### src/rtl/bin2bcd_seq_if.sv
// bin2bcd_seq_if: operand/result handshake bundle for the sequential binary-to-BCD converter.
interface bin2bcd_seq_if;
  logic       in_valid;
  logic       in_ready;
  logic [7:0] in;
  logic       out_valid;
  logic       out_ready;
  logic [7:0] out;
  logic [3:0] hund;
  logic       ovf;
  modport master (output in_valid, in, out_ready, input in_ready, out_valid, out, hund, ovf);
  modport slave  (input in_valid, in, out_ready, output in_ready, out_valid, out, hund, ovf);
endinterface

### src/rtl/bin2bcd_seq.sv
// bin2bcd_seq: 8-bit binary to 3-digit BCD via 8-step double dabble; optional macro BIN2BCD_CLAMP_EN
// saturates results >= 100 to out=8'h99, hund=0 so the 8-bit bus never carries a truncated value.
module bin2bcd_seq (
  input logic          clk,
  input logic          rst,
  bin2bcd_seq_if.slave bus
);
  typedef enum logic [1:0] {IDLE, SHIFT, DONE} state_t;
  state_t      st;
  logic [7:0]  bin;
  logic [11:0] acc;
  logic [2:0]  cnt;
  logic [11:0] adj;
  logic [19:0] sh;
  always_comb begin
    adj = acc;
    for (int i = 0; i < 3; i++)
      adj[4*i +: 4] = acc[4*i +: 4] >= 4'd5 ? acc[4*i +: 4] + 4'd3 : acc[4*i +: 4];
    sh = {adj, bin} << 1;
  end
  assign bus.in_ready = (st == IDLE) & ~rst;
  always_ff @(posedge clk) begin
    if (rst) begin
      st            <= IDLE;
      bin           <= '0;
      acc           <= '0;
      cnt           <= '0;
      bus.out_valid <= 1'b0;
      bus.out       <= '0;
      bus.hund      <= '0;
      bus.ovf       <= 1'b0;
    end else begin
      case (st)
        IDLE: if (bus.in_valid) begin
          bin <= bus.in;
          acc <= '0;
          cnt <= '0;
          st  <= SHIFT;
        end
        SHIFT: begin
          {acc, bin} <= sh;
          cnt        <= cnt + 3'd1;
          if (cnt == 3'd7) begin
            st            <= DONE;
            bus.out_valid <= 1'b1;
            bus.ovf       <= sh[19:16] != 4'd0;
`ifdef BIN2BCD_CLAMP_EN
            bus.out       <= sh[19:16] != 4'd0 ? 8'h99 : sh[15:8];
            bus.hund      <= 4'd0;
`else
            bus.out       <= sh[15:8];
            bus.hund      <= sh[19:16];
`endif
          end
        end
        DONE: if (bus.out_ready) begin
          st            <= IDLE;
          bus.out_valid <= 1'b0;
        end
        default: st <= IDLE;
      endcase
    end
  end
endmodule

### src/flat_wrapper.sv
// flat-port wrapper written by rule: the top's interface ports become plain ports
module bin2bcd_seq_flat 
  (clk, rst, bus_in_valid, bus_in, bus_out_ready, bus_in_ready, bus_out_valid, bus_out, bus_hund, bus_ovf);
  bin2bcd_seq_if bus_i ();
  input logic clk;
  input logic rst;
  input wire logic [$bits(bus_i.in_valid)-1:0] bus_in_valid;
  input wire logic [$bits(bus_i.in)-1:0] bus_in;
  input wire logic [$bits(bus_i.out_ready)-1:0] bus_out_ready;
  output wire logic [$bits(bus_i.in_ready)-1:0] bus_in_ready;
  output wire logic [$bits(bus_i.out_valid)-1:0] bus_out_valid;
  output wire logic [$bits(bus_i.out)-1:0] bus_out;
  output wire logic [$bits(bus_i.hund)-1:0] bus_hund;
  output wire logic [$bits(bus_i.ovf)-1:0] bus_ovf;
  assign bus_i.in_valid = bus_in_valid;
  assign bus_i.in = bus_in;
  assign bus_i.out_ready = bus_out_ready;
  assign bus_in_ready = bus_i.in_ready;
  assign bus_out_valid = bus_i.out_valid;
  assign bus_out = bus_i.out;
  assign bus_hund = bus_i.hund;
  assign bus_ovf = bus_i.ovf;
  bin2bcd_seq u_core (.clk(clk), .rst(rst), .bus(bus_i));
endmodule
### config.mk
export PLATFORM = sky130hd
export DESIGN_NAME = bin2bcd_seq_flat
export DESIGN_NICKNAME = d
export VERILOG_FILES = /design/src/rtl/bin2bcd_seq_if.sv /design/src/rtl/bin2bcd_seq.sv /design/src/flat_wrapper.sv
export SDC_FILE = /design/constraint.sdc
export NUM_CORES = 1
export LEC_CHECK = 0
export ABC_AREA = 1
export ABC_CLOCK_PERIOD_IN_PS = 1200
export BUFFER_PORTS_ARGS = -buffer_cell sky130_fd_sc_hd__buf_2
export CAP_MARGIN = 20
export CORE_MARGIN = 2
export CORE_UTILIZATION = 50
export DETAILED_ROUTE_END_ITERATION = 12
export GPL_ROUTABILITY_DRIVEN = 0
export PLACE_DENSITY = 0.71
export SYNTH_ARGS = -nofsm -noshare
export SYNTH_HDL_FRONTEND = slang
export SYNTH_SLANG_ARGS = --single-unit
### constraint.sdc
create_clock -name clk -period 1.2 [get_ports clk]
set_input_delay 0.12 -clock clk [delete_from_list [all_inputs] [get_ports clk]]
set_output_delay 0.12 -clock clk [all_outputs]
set_load 0.005 [all_outputs]
==> results.py <==
metrics = {
    "sta": {
        "slew_viol_final": 0,
        "setup_tns_ns": -2.98,
        "max_freq_mhz": 707,
        "finClkSkew_ns": 0.00905,
        "rsz0062_at_grt": "true",
        "worst_slack_ns": -0.214,
        "tightestPinTransition_ns": 0.470,
        "setup_viol": 34,
        "max_slew_margin_pct": 68.7,
        "period_share_pct": 118,
        "hold_viol": 0,
        "post-route-min-period_ns": 1.41,
    },
    "global_route": {
        "grt_pass1_vias": 1798,
        "grt.total_usage_pct": 25.2,
        "grt-ovfl-total": 0,
        "grt_max_degree": 32,
        "grt_antenna_before_repair": 0,
        "grt_pass1_wl_um": 8070,
    },
    "clocking": {
        "hold_buffers": 0,
        "numCtsBuffers": 5,
        "cts_tree": "done",
        "cts_sinks": 39,
        "h-tree-depth": 2,
        "clockBufferDepth": 2,
        "clock_latency_ns": 0.30,
        "cts_root_buf": "clkbuf_8",
        "clk_pin_slew_worst_paths_ns": 0.08,
    },
    "synth": {
        "synth_area_per_cell_um2": 7.06,
        "synth-xor-area-share_pct": 0,
        "netlist.area_leader.share_pct": 42.5,
        "synthTopCellsByArea": "dfxtp_1, nand2_1, a21oi_1",
        "syn_inst": 260,
        "syn_area_mm2": 0.00184,
        "synth_seq_area_share_pct": 42.5,
        "synth.distinct_cells": 21,
        "synth-seq-cells": 39,
        "synth_warnings": 0,
        "synth_nets": 280,
        "synthAdderAreaFrac_pct": 5.45,
        "synth_top_family_by_area": "simple AND/OR/NAND/NOR gates",
        "synth_simple_gate_area_share_pct": 22.4,
        "synth_compound_area_share_pct": 19.5,
        "yosys.area.top_type": "dfxtp_1",
        "muxShareOfSynthArea_pct": 0,
    },
    "setup_path": {
        "crit_end": "u_core.bus.hund[2]",
        "critPathLaunch": "u_core.cnt[1]",
        "cpMostUsedCell": "ha_4",
        "worstPathRequired_ns": 1.45,
        "rr_worst_depth": 9,
        "slowest_stage": "dfxtp_2",
        "path_cells": "ha_4, ha_4, inv_4, nor2_4, buf_6, buf_12, o21ai_2, a21o_1, inv_1",
        "worst_r2r_endpoint": "u_core.bus.hund[2]",
        "critPathCaptureType": "flip-flop",
        "cp.depth": 9,
        "cp_top_family": "flip-flops",
        "critPathLaunchType": "flip-flop",
        "worstPathArrival_ns": 1.67,
        "reg2reg_from": "u_core.cnt[1]",
        "crit_path_max_fanout": 5,
        "reg2reg_slack_ns": -0.21,
        "cpPeakStageDelay_ns": 0.36,
        "crit_buf_inv": 4,
        "setup.worst_path.class": "flip-flop to flip-flop",
    },
    "placed_design": {
        "io_buffers": 26,
        "dp_cells": 350,
        "dp_hpwl_um": 2790,
    },
    "die": {
        "boundaryPins": 27,
        "die-area_mm2": 0.00417,
        "die_h_um": 64.6,
        "initial_core_util_pct": 50.9,
        "fp-row-count": 22,
        "fp.dieW_um": 64.6,
        "fp.coreArea_mm2": 0.00361,
    },
    "routing": {
        "dr.first_iter.drc_count": 172,
        "vias_per_cell": 5.41,
        "drc": 0,
        "drt_wl_total_um": 5920,
        "ant_nets": 0,
        "wl_per_cell_um": 15.9,
        "drtPass1Iterations": 4,
        "vias": 2008,
    },
    "min_path": {
        "hold_class": "input pin to flip-flop",
        "min_from": "bus_out_ready",
    },
    "flow_run": {
        "timing.max_cap.violations": 0,
    },
    "final_layout": {
        "stdcell_count": 371,
        "mostFrequentLayoutCells": "nand2_1, dfxtp_1, buf_4",
        "n_antenna_cell": 0,
        "layout_commonest_cell": "nand2_1",
        "nNetsFinal": 342,
        "drive_gt1_share_pct": 52.9,
        "area_growth_pct": 57.5,
    },
    "power": {
        "p_per_area_mw_per_mm2": 967,
        "ir_drop_uv": 862,
        "p_leak_uw": 0.00129,
    },
    "status": {
        "outcome": "complete, but fails checks",
        "violations": "negative setup slack",
    },
}
## registers in the layout, summed over array words and instances (netlist names)
register / count
u_core.st: 2
u_core.bus.out: 8
u_core.acc: 12
u_core.cnt: 3
u_core.bus.out_valid: 1
u_core.bus.hund: 4
u_core.bus.ovf: 1
u_core.bin: 8
## Yosys cell counts (all sizes together)
master,count
inv,35
ha,8
a21o,4
buf,9
nor3,1
a211oi,1
a21oi,38
o21a,4
o21ai,20
nor2,11
nand3,16
nand4,2
dfxtp,39
nand2,70
clkbuf,2
## area by class of cell
| class | instances | area [um^2] |
|---|---|---|
| clock inverter | 2 | 35.0 |
| clock buffer | 6 | 82.6 |
| sequential | 39 | 793 |
| inverter | 35 | 139 |
| multi-input combinational | 175 | 1210 |
| tap | 48 | 60.1 |
| fill | 232 | 714 |
| timing repair buffer | 66 | 571 |
## report_power, final
part	internal, uW	total, uW	switching (uW)
combinational	129	290	161
clock	673	1160	485
sequential	1330	1350	21.9
## layer usage
| layer | GRT usage, % | wire (um) | vias up |
|---|---|---|---|
| met1 | 28.5 | 2370 | 946 |
| met5 | 0 | 0 | - |
| li1 | - | - | 961 |
| met4 | 10.4 | 207 | 0 |
| met3 | 6.60 | 280 | 25 |
| met2 | 44.7 | 3050 | 76 |
## cell families (layout without fill, tap and decap cells)
| family | count (synthesis) | in the layout |
|---|---|---|
| simple gates | 100 | 100 |
| compound gates | 67 | 67 |
| fa+ha+maj | 8 | 8 |
| flops | 39 | 39 |
| buf+inv | 46 | 109 |
## worst min path at each step
stage | to | slack, ns | cells past startpoint
after floorplan | u_core.bin[0] | 0.28 | 2
after global placement | u_core.bin[0] | 0.39 | 3
after detailed placement | u_core.st[1] | 0.42 | 4
after CTS | u_core.st[1] | 0.10 | 4
after global routing | u_core.st[1] | 0.12 | 4
final | u_core.st[1] | 0.09 | 4
## timing repair
action	in CTS	in global routing
gates resized for setup	45	69
pin swaps	18	25
hold endpoints to repair	0	0
cloned	2	4
endpoints found under the setup margin	25	39
buffers inserted	7	2
## worst min-delay path: stages
cell	delay [ns]
buf_2	0.08
inv_1	0.03
nand2_1	0.07
a21oi_2	0.05
## through the flow
stage | setup slack [ns] | cell area [um^2] | hold slack, ns | total power, uW | utilization (%)
floorplan | -0.0315 | 1860 | 0.280 | 1480 | -
global placement | -0.138 | 2220 | 0.395 | 1570 | 61.7
detailed placement | -0.154 | 2220 | 0.416 | 1570 | 61.7
CTS | -0.149 | 2580 | 0.102 | 2710 | 71.5
global route | -0.264 | 2890 | 0.116 | 2880 | 80.2
finish | -0.214 | 2890 | 0.0909 | 2800 | 80.2
No activity file was read; power rests on OpenSTA's default activity.
